`config.mk`:
```
export PLATFORM = sky130hd
export DESIGN_NAME = mipse_ctrl
export DESIGN_NICKNAME = d
export VERILOG_FILES = /design/src/rtl/mipse_ctrl.sv
export SDC_FILE = /design/constraint.sdc
export NUM_CORES = 1
export LEC_CHECK = 0
export ABC_AREA = 1
export CAP_MARGIN = 20
export CELL_PAD_IN_SITES_DETAIL_PLACEMENT = 1
export CELL_PAD_IN_SITES_GLOBAL_PLACEMENT = 1
export CORE_ASPECT_RATIO = 0.8
export CORE_UTILIZATION = 41
export DETAILED_ROUTE_END_ITERATION = 6
export HOLD_SLACK_MARGIN = 0.1
export MAX_ROUTING_LAYER = met4
export PLACE_DENSITY = 0.88
export SETUP_SLACK_MARGIN = 0.15
export SYNTH_ARGS = -nofsm -noshare
export SYNTH_HDL_FRONTEND = slang
export SYNTH_SLANG_ARGS = --single-unit
```
`constraint.sdc`:
```
create_clock -name clk -period 2.3 [get_ports clk]
set_input_delay 0.345 -clock clk [delete_from_list [all_inputs] [get_ports clk]]
set_output_delay 0.345 -clock clk [all_outputs]
set_load 0.01 [all_outputs]
```
`src/rtl/mipse_ctrl.sv`:
```
// mipse_ctrl -- boot/run sequencer for the mipse single-cycle core.
//
// Takes a program from the host as a byte stream, writes it into instruction
// memory, and keeps the core in reset until the whole image is in place. It
// then releases the core and counts cycles until the core raises finish.
//
// Stream format: 16-bit big-endian word count N, then N words of 4 bytes
// each, also big-endian. N = 0 or N > 2^IMEM_AW is rejected with load_err.
//
// Ports:
//   clk, rst_n            clock, async active-low reset
//   start, clear          one-cycle pulses: begin a load / return to IDLE
//   in_valid, in_data     host byte stream; in_ready is the accept side
//   imem_we/addr/wdata    instruction-memory write port (one-cycle pulses)
//   core_rst_n            core reset, active-low
//   core_finish           core finish flag
//   busy, done            status: loading or running / session finished
//   timeout, load_err     watchdog expired / bad header
//   cycles                core cycles executed (saturating)
//
// Build option: define MIPSE_CTRL_WDOG_EN to compile in a watchdog that ends
// RUN after MAX_CYCLES core cycles without finish. Without it, timeout is
// constant 0 and MAX_CYCLES has no effect.
module mipse_ctrl #(
  parameter int IMEM_AW    = 8,
  parameter int CNT_W      = 32,
  parameter int MAX_CYCLES = 1000000
) (
  input  logic               clk,
  input  logic               rst_n,
  input  logic               start,
  input  logic               clear,
  input  logic               in_valid,
  input  logic [7:0]         in_data,
  output logic               in_ready,
  output logic               imem_we,
  output logic [IMEM_AW-1:0] imem_addr,
  output logic [31:0]        imem_wdata,
  output logic               core_rst_n,
  input  logic               core_finish,
  output logic               busy,
  output logic               done,
  output logic               timeout,
  output logic               load_err,
  output logic [CNT_W-1:0]   cycles
);

`ifdef MIPSE_CTRL_WDOG_EN
  localparam bit WDOG_EN = 1'b1;
`else
  localparam bit WDOG_EN = 1'b0;
`endif

  typedef enum logic [2:0] {IDLE, HDR0, HDR1, LOAD, RUN, DONE} state_t;

  localparam int unsigned      DEPTH    = 32'd1 << IMEM_AW;
  localparam logic [CNT_W-1:0] CNT_MAX  = '1;
  // Compared against the pre-increment count, so the watchdog edge is the
  // one that brings cycles up to MAX_CYCLES.
  localparam logic [CNT_W-1:0] WDOG_LIM = CNT_W'(MAX_CYCLES - 1);

  state_t               state_q, state_d;
  logic [7:0]           hdr_hi_q, hdr_hi_d;
  logic [IMEM_AW-1:0]   nlast_q, nlast_d;   // index of the final word (N-1)
  logic [IMEM_AW-1:0]   idx_q, idx_d;
  logic [1:0]           bcnt_q, bcnt_d;     // byte position within the word
  logic [23:0]          sh_q, sh_d;         // first three bytes of the word

  logic                 imem_we_d;
  logic [IMEM_AW-1:0]   imem_addr_d;
  logic [31:0]          imem_wdata_d;
  logic                 core_rst_n_d, timeout_d, load_err_d;
  logic [CNT_W-1:0]     cycles_d;
  logic                 in_ready_d, busy_d, done_d;

  logic                 acc;
  logic [15:0]          n_word;
  logic                 hdr_bad;

  always_comb begin
    state_d      = state_q;
    hdr_hi_d     = hdr_hi_q;
    nlast_d      = nlast_q;
    idx_d        = idx_q;
    bcnt_d       = bcnt_q;
    sh_d         = sh_q;
    imem_we_d    = 1'b0;
    imem_addr_d  = imem_addr;
    imem_wdata_d = imem_wdata;
    core_rst_n_d = core_rst_n;
    timeout_d    = timeout;
    load_err_d   = load_err;
    cycles_d     = cycles;
    acc          = in_valid & in_ready;
    n_word       = {hdr_hi_q, in_data};
    hdr_bad      = (n_word == 16'd0) || ({16'd0, n_word} > DEPTH);

    case (state_q)
      IDLE: begin
        core_rst_n_d = 1'b0;
        if (start) begin
          state_d    = HDR0;
          cycles_d   = '0;
          timeout_d  = 1'b0;
          load_err_d = 1'b0;
        end
      end
      HDR0: if (acc) begin
        hdr_hi_d = in_data;
        state_d  = HDR1;
      end
      HDR1: if (acc) begin
        if (hdr_bad) begin
          load_err_d = 1'b1;
          state_d    = DONE;
        end else begin
          nlast_d = IMEM_AW'(n_word - 16'd1);
          idx_d   = '0;
          bcnt_d  = '0;
          state_d = LOAD;
        end
      end
      LOAD: if (acc) begin
        bcnt_d = bcnt_q + 2'd1;
        sh_d   = {sh_q[15:0], in_data};
        if (bcnt_q == 2'd3) begin
          imem_we_d    = 1'b1;
          imem_addr_d  = idx_q;
          imem_wdata_d = {sh_q, in_data};
          idx_d        = idx_q + 1'b1;
          // The last write lands in the first RUN cycle; the core is
          // released one edge later, so its first fetch sees every word.
          if (idx_q == nlast_q) state_d = RUN;
        end
      end
      RUN: begin
        core_rst_n_d = 1'b1;
        // finish only means something once the core is out of reset
        if (core_rst_n) begin
          if (core_finish) begin
            state_d = DONE;
          end else begin
            if (cycles != CNT_MAX) cycles_d = cycles + 1'b1;
            if (WDOG_EN && cycles == WDOG_LIM) begin
              state_d      = DONE;
              timeout_d    = 1'b1;
              core_rst_n_d = 1'b0;
            end
          end
        end
      end
      DONE: begin
        // core_rst_n holds so a finished core keeps its PC
      end
      default: state_d = IDLE;
    endcase

    if (clear && state_q != IDLE) begin
      state_d      = IDLE;
      imem_we_d    = 1'b0;
      core_rst_n_d = 1'b0;
    end

    in_ready_d = (state_d == HDR0) || (state_d == HDR1) || (state_d == LOAD);
    busy_d     = in_ready_d || (state_d == RUN);
    done_d     = (state_d == DONE);
  end

  always_ff @(posedge clk or negedge rst_n) begin
    if (!rst_n) begin
      state_q    <= IDLE;
      hdr_hi_q   <= '0;
      nlast_q    <= '0;
      idx_q      <= '0;
      bcnt_q     <= '0;
      sh_q       <= '0;
      in_ready   <= 1'b0;
      imem_we    <= 1'b0;
      imem_addr  <= '0;
      imem_wdata <= '0;
      core_rst_n <= 1'b0;
      busy       <= 1'b0;
      done       <= 1'b0;
      timeout    <= 1'b0;
      load_err   <= 1'b0;
      cycles     <= '0;
    end else begin
      state_q    <= state_d;
      hdr_hi_q   <= hdr_hi_d;
      nlast_q    <= nlast_d;
      idx_q      <= idx_d;
      bcnt_q     <= bcnt_d;
      sh_q       <= sh_d;
      in_ready   <= in_ready_d;
      imem_we    <= imem_we_d;
      imem_addr  <= imem_addr_d;
      imem_wdata <= imem_wdata_d;
      core_rst_n <= core_rst_n_d;
      busy       <= busy_d;
      done       <= done_d;
      timeout    <= timeout_d;
      load_err   <= load_err_d;
      cycles     <= cycles_d;
    end
  end

endmodule

```
==> key figures, run 1 <==
Logic synthesis
  – Xor-xnor portion of the synthesized cell area: 3.62%
  – Library cells used by synthesis: 38
  – Compound-Gate Fraction of Synth Area: 10.4%
  – EDFF count, synth: 0
  – Top-count cell post-synth: nand2_1
  – Warnings from Yosys: 0
  – Synthesized instance count: 816
  – Seq/Total Area, Yosys: 50.1%
  – Post-synth top cells: nand2_1 (267), dfrtp_1 (131), inv_1 (78)
  – Adder-cell share of the synthesized area: 0.957%
  – Syn Std Cell Area: 0.00654 mm²
  – Top cell type's share of synthesized area: 50.1%
  – Post-synthesis simple-gate area fraction: 27.2%
  – Ys flop type: dfrtp_1
  – Mean Syn Cell Area: 8.01 µm²
  – Area contributors post-synth: dfrtp_1 (50%), nand2_1 (15%), o21ai_0 (5.7%), inv_1 (4.5%), nor2_1 (3.9%)
  – Post-synthesis net count: 835
  – Top cell type by total area after synthesis: dfrtp_1
  – Largest family of logic cells by synthesized area: simple AND/OR/NAND/NOR gates
  – Post-synthesis mux area share: 0.306%
  – Fraction of synthesis flops using an asynchronous set or reset pin: 100%
  – Flops & latches, synth: 131

Routing
  – WL/cell: 17.0 µm
  – Post-DRT Antenna Nets: 0
  – Pre-Repair DR Iteration Count: 4
  – DRC violation total after the first TritonRoute iteration: 411
  – DRC Markers: 0
  – Vias: 5849
  – Post-Route WL: 19.4 mm
  – Vias per cell: 5.13

Floorplanning
  – Starting Density: 42.7%
  – Die X: 143 µm
  – Row cnt: 40
  – Top-level I/O count: 93
  – Die Y: 115 µm
  – Core area: 0.0153 mm²
  – DIE AREA: 0.0165 mm²

STA
  – Worst slew pin tran: 622 ps
  – RSZ-0062 raised after global routing: no
  – Slew HR: 58.6%
  – Min Tclk post-route: 1950 ps
  – F_max: 512 MHz
  – Clk_skew: 9.29 ps
  – Pins Over Slew Limit: 0
  – Final-report hold violation count: 0
  – Crit share post-route: 84.9%
  – Setup violators final: 0

Final layout
  – Final core occ: 54.4%
  – # diodes: 0
  – Area grow syn2layout: 27.3%
  – Share of layout cells above drive strength 1: 9.88%
  – Nets: 937

Run status
  – Status: complete, no violations

CTS
  – Num CTS Buffers: 17
  – Clock-pin slew on the worst setup and hold paths: 60 ps
  – Clock Sinks: 131
  – Clock root buffer: clkbuf_16
  – TritonCTS clock tree: built
  – Worst skew pair latency: 430 ps
  – Post-CTS Setup Repair Bufs: 0
  – # H-tree levels: 4
  – Max Root-Sink Buffers: 2

Placement
  – Hpwl dp: 14.0 mm
  – Port Buf Inserts: 91
  – Routability cong.: 0.916

Power and ir drop
  – Cell Pwr Density: 828 mW/mm²
  – Worst-case vdd ir drop: 605 µV
  – Leakage: 3.69 nW
  – Total power: 6.89 mW

Hold path
  – Hold WC Path Type: primary input to asynchronous set/reset pin

Worst setup path
  – Critical path arrival: 2300 ps
  – CP required: 2640 ps
  – Crit path max fanout: 32
  – Crit path launch type: flop
  – Setup Crit Path Kind: flop to flop
  – CP endpoint kind: flop

Global routing
  – First-pass GRT wire length: 31.7 mm
  – GRT Util Overall: 26.4%
  – Number of global-route vias before repair: 5978
  – Initial antenna violation count: 0
  – Grt total ovfl: 0
  – Largest net degree at the start of global routing: 56

Flow run
  – # Max-Cap Violations: 0
cell type report:
type / instances / area [µm²]
fill: 1868 / 6990
timing repair buffer: 113 / 1130
tap: 210 / 263
multi-input combinational: 573 / 2780
sequential: 131 / 3280
clock inverter: 13 / 125
inverter: 82 / 308
clock buffer: 19 / 443
logic make-up after synthesis:
logic type | Yosys count
AND/OR/NAND/NOR | 421
flip-flops | 131
AO/OA/AOI/OAI | 117
buffers and inverters | 112
XOR/XNOR | 27
adder cells (fa/ha/maj) | 5
multiplexers | 2
other | 1
critical path, cell delays in order (launching register included):
cell	delay, ps
dfrtp_1	420
ha_2	270
nand2_2	90
nor2_4	120
nand2_4	90
nor4_2	210
nand2_1	110
nand2_2	160
buf_12	220
nand2_1	80
o21ai_0	80
what timing repair did:
| item | in CTS | in global routing |
|---|---|---|
| endpoints found under the setup margin | 0 | 5 |
| hold buffers | 1 | 0 |
| resized for setup | 0 | 2 |
| endpoints found under the hold margin | 39 | 0 |
registers in the layout, summed over array words and instances (netlist names):
register / flops
done: 1
nlast_q: 8
core_rst_n: 1
load_err: 1
state_q: 3
hdr_hi_q: 8
imem_addr: 8
sh_q: 24
busy: 1
imem_wdata: 32
in_ready: 1
imem_we: 1
bcnt_q: 2
cycles: 32
idx_q: 8
metrics by stage:
step	instances	area (µm²)	hold WS [ps]	TNS, ps	setup slack (ps)
after floorplan	816	6540	49.4	0	457
after global placement	1108	7740	385	0	131
after detailed placement	1108	7740	393	-16.1	-16.1
after CTS	1141	8320	476	0	273
after global routing	1141	8330	504	0	187
final	1141	8330	470	0	347
placed cells by master (no fill, tap or decap), types with 2 or more instances in the layout:
cell type / instances
nor3_1: 14
buf_4: 18
nand4_1: 14
nand3b_1: 5
nand3_1: 37
mux2i_1: 2
inv_1: 78
xor2_1: 21
clkdlybuf4s50_1: 90
inv_6: 5
nand2_2: 3
o21ai_0: 74
nand2_1: 266
nor2_1: 68
dfrtp_1: 131
o31ai_1: 5
o21ai_2: 18
o21ai_1: 7
or2_2: 5
clkinvlp_4: 5
ha_1: 4
buf_12: 4
inv_2: 4
nor2_4: 3
xnor2_1: 6
clkbuf_16: 17
a21oi_1: 9
path summary, 6_finish.rpt:
check / from / endpoint / slack (ps) / cells after the start
min in group clk: imem_wdata[27]$_DFFE_PN0P_ / imem_wdata[27]$_DFFE_PN0P_ / 470 / 2
worst min register to register: imem_wdata[27]$_DFFE_PN0P_ / imem_wdata[27]$_DFFE_PN0P_ / 470 / 2
worst min-delay path: rst_n / imem_wdata[9]$_DFFE_PN0P_ / 470 / 2
max in group asynchronous: rst_n / idx_q[5]$_DFFE_PN0P_ / 1150 / 3
worst max-delay path: cycles[1]$_DFFE_PN0P_ / cycles[1]$_DFFE_PN0P_ / 350 / 10
worst max register to register: cycles[1]$_DFFE_PN0P_ / cycles[1]$_DFFE_PN0P_ / 350 / 10
per-layer routing:
metal	track usage [%]	vias to the layer above	routed length, µm
met5	-	-	0
met1	35.8	2873	9170
li1	-	2803	-
met3	5.50	24	1100
met4	8.24	0	280
met2	39.6	149	8870
power by group:
group | internal (mW) | switching (mW) | leakage, nW
clock | 1.53 | 1.08 | 0.263
sequential | 2.59 | 0.221 | 1.79
combinational | 0.479 | 0.987 | 1.63
Note: power is estimated with default switching activity, not from simulation.
==> run 2: changes to the inputs <==
- CORE_UTILIZATION: 41 -> 37
- PLACE_DENSITY: 0.88 -> 0.84
- clock period: 2.3 -> 1.65 ns (I/O delays scaled with it)
==> run 2 against run 1 <==
Against the previous run: global-route usage increased by 11 points; highest routed layer unchanged; total power grew 94%; critical path depth fell by 1; the run now ends with setup timing left; register-to-register slack got worse by 980 ps.
==> key figures, run 2 (same netlist as run 1, synthesis figures left out) <==
Run status
  – Status: finished, violations left (was complete, no violations)
  – Failing checks: setup timing

Worst setup path
  – Crit-path slowest cell: nor2_1 (was dfrtp_1)
  – CP required: 2020 ps (was 2640 ps)
  – Reg-to-Reg End: cycles[28]$_DFFE_PN0P_ (was cycles[1]$_DFFE_PN0P_)
  – CP endpoint kind: flop (unchanged)
  – CP bufs+invs: 1 (unchanged)
  – R2R Setup Slk: -640 ps (was 350 ps)
  – Crit-path leading delay family: simple AND/OR/NAND/NOR gates (unchanged)
  – Slowest stage delay, CP: 460 ps (was 420 ps)
  – Crit path launch type: flop (unchanged)
  – Setup Crit Path Kind: flop to flop (unchanged)
  – R2R depth: 9 (was 10)
  – Crit path max fanout: 3 (was 32)
  – Critical path arrival: 2660 ps (was 2300 ps)
  – Cells along the critical path: buf_4 > nand2_1 > nor2_1 > nand2_1 > nor3_2 > nand2_1 > nand2_1 > nand3_1 > o21ai_2 (was ha_2 > nand2_2 > nor2_4 > nand2_4 > nor4_2 > nand2_1 > nand2_2 > buf_12 > nand2_1 > o21ai_0)
  – Most used cell, CP: nand2_1
  – Reg-to-reg startpoint: cycles[16]$_DFFE_PN0P_ (was cycles[1]$_DFFE_PN0P_)

CTS
  – Num CTS Buffers: 17 (unchanged)
  – # H-tree levels: 4 (unchanged)
  – TritonCTS clock tree: built (unchanged)
  – Clock-pin slew on the worst setup and hold paths: 80 ps (was 60 ps)
  – Clock root buffer: clkbuf_16 (unchanged)
  – Max Root-Sink Buffers: 2 (unchanged)
  – Worst skew pair latency: 460 ps (was 430 ps)
  – Clock Sinks: 131 (unchanged)

Global routing
  – Largest net degree at the start of global routing: 39 (was 56)
  – First-pass GRT wire length: 48.8 mm (was 31.7 mm)
  – Grt total ovfl: 0 (unchanged)
  – Initial antenna violation count: 3 (was 0)
  – Number of global-route vias before repair: 8086 (was 5978)
  – GRT Util Overall: 37.5% (was 26.4%)

Placement
  – Hpwl dp: 15.4 mm (was 14.0 mm)
  – Routability cong.: 0.886 (was 0.916)
  – Port Buf Inserts: 91 (unchanged)

Power and ir drop
  – Seq pwr share: 31.3% (was 40.9%)
  – Worst-case vdd ir drop: 1160 µV (was 605 µV)
  – Clock share of power: 29.3% (was 37.9%)
  – Logic pwr share: 39.4% (was 21.3%)
  – Cell Pwr Density: 1130 mW/mm² (was 828 mW/mm²)
  – Switching pwr: 5.83 mW (was 2.29 mW)
  – Switch share: 43.6% (was 33.2%)
  – Leakage: 5.72 nW (was 3.69 nW)
  – Internal: 7.55 mW (was 4.60 mW)
  – Total power: 13.4 mW (was 6.89 mW)

Routing
  – Post-DRT Antenna Nets: 0 (unchanged)
  – Pre-Repair DR Iteration Count: 6 (was 4)
  – DRC Markers: 0 (unchanged)
  – Post-Route WL: 45.9 mm (was 19.4 mm)
  – WL/cell: 34.3 µm (was 17.0 µm)
  – DRC violation total after the first TritonRoute iteration: 1177 (was 411)
  – Vias: 8694 (was 5849)
  – Vias per cell: 6.50 (was 5.13)

STA
  – Clk_skew: 31.7 ps (was 9.29 ps)
  – Slew HR: 44.5% (was 58.6%)
  – Crit share post-route: 139% (was 84.9%)
  – Final-report hold violation count: 0 (unchanged)
  – Worst setup margin: -637 ps (was 347 ps)
  – Worst slew pin tran: 823 ps (was 622 ps)
  – Pins Over Slew Limit: 0 (unchanged)
  – F_max: 437 MHz (was 512 MHz)
  – RSZ-0062 raised after global routing: yes (was no)
  – Setup violators final: 124 (was 0)
  – Sum of negative setup slack: -33470 ps (was 0 ps)
  – Min Tclk post-route: 2290 ps (was 1950 ps)

Final layout
  – Final core occ: 68.3% (was 54.4%)
  – Nets: 1117 (was 937)
  – Most frequent cells in the layout: buf_4 (143), dfrtp_1 (121), nand2_1 (117) (was nand2_1 (266), dfrtp_1 (131), clkdlybuf4s50_1 (90))
  – Area grow syn2layout: 80.8% (was 27.3%)
  – Largest registers: cycles: 32 flops, imem_wdata: 32 flops, sh_q: 24 flops (unchanged)
  – Commonest non-fill, non-tap cell in the layout: buf_4 (was nand2_1)
  – Share of layout cells above drive strength 1: 53.6% (was 9.88%)

Floorplanning
  – Top-level I/O count: 93 (unchanged)
  – Core area: 0.0173 mm² (was 0.0153 mm²)
  – Starting Density: 37.8% (was 42.7%)
  – Die Y: 121 µm (was 115 µm)
  – DIE AREA: 0.0182 mm² (was 0.0165 mm²)
  – Row cnt: 43 (was 40)
  – Die X: 151 µm (was 143 µm)

Hold path
  – Hold WC Path Type: primary input to asynchronous set/reset pin (unchanged)

Flow run
  – # Max-Cap Violations: 0 (unchanged)
## run 2: cell count changes in the layout (fill, tap and decap cells not counted), sizes merged
cell / previous run / this run
buf: 22 / 195
clkbuf: 19 / 38
dlymetal6s2s: 0 / 1
clkinv: 2 / 7
clkinvlp: 5 / 2
inv: 87 / 89
bufinv: 1 / 0
clkdlybuf4s15: 0 / 10
dlygate4sd2: 0 / 49
clkdlybuf4s50: 90 / 12
diode: 0 / 3
nand2: 270 / 272
## run 2: stage by stage
stage | instances | hold slack (ps) | setup WS, ps | cell area [µm²]
6_report | 1338 | 305 | -637 | 11800
3_5_place_dp | 1212 | 182 | -455 | 8520
5_1_grt | 1338 | 344 | -588 | 11800
4_1_cts | 1294 | 289 | -51.1 | 10300
3_3_place_gp | 1212 | 186 | -337 | 8520
2_1_floorplan | 816 | -48.1 | -18.7 | 6610
## run 2: what timing repair did
| action | in CTS | in global routing |
|---|---|---|
| hold buffers | 1 | 0 |
| setup endpoints to repair | 200 | 150 |
| resized for setup | 363 | 318 |
| gates cloned | 15 | 11 |
| pin swaps | 30 | 44 |
| endpoints found under the hold margin | 39 | 0 |
| setup buffers | 35 | 30 |
## run 2: final cells by class
cell class	count	area [µm²]
fill	1843	5500
multi-input combinational	575	4430
sequential	131	3290
timing repair buffer	289	2910
clock buffer	17	425
inverter	82	335
tap	225	282
clock inverter	14	121
timing repair inverter	2	22.5
antenna	3	7.51
## run 2: worst max path at each step
stage,startpoint,endpoint,slack (ps),depth (start not counted)
2_1_floorplan,cycles[0]$_DFFE_PN0P_,cycles[24]$_DFFE_PN0P_,-20,11
3_3_place_gp,in_data[0],nlast_q[2]$_DFFE_PN0P_,-340,13
3_5_place_dp,in_data[0],nlast_q[2]$_DFFE_PN0P_,-460,13
4_1_cts,cycles[1]$_DFFE_PN0P_,cycles[13]$_DFFE_PN0P_,-50,11
5_1_grt,cycles[19]$_DFFE_PN0P_,cycles[28]$_DFFE_PN0P_,-590,9
6_report,cycles[16]$_DFFE_PN0P_,cycles[28]$_DFFE_PN0P_,-640,9
## run 2: layer usage
metal	vias to the layer above	part of all wire (%)	track usage, %	routed length, µm
li1	3189	-	-	-
met1	4269	35	46.2	16200
met2	863	44	58.4	20100
met3	373	12	8.57	5590
met4	0	8.8	18.0	4040
met5	-	0	-	0
## run 2: power by group through the flow
stage	clock network, mW	logic, mW	registers (mW)
after global placement	0	2.18	3.93
after floorplan	0	1.46	3.89
after CTS	3.62	3.09	3.98
after detailed placement	0	2.30	3.96
final	3.92	5.27	4.19
after global routing	4.00	5.30	4.17
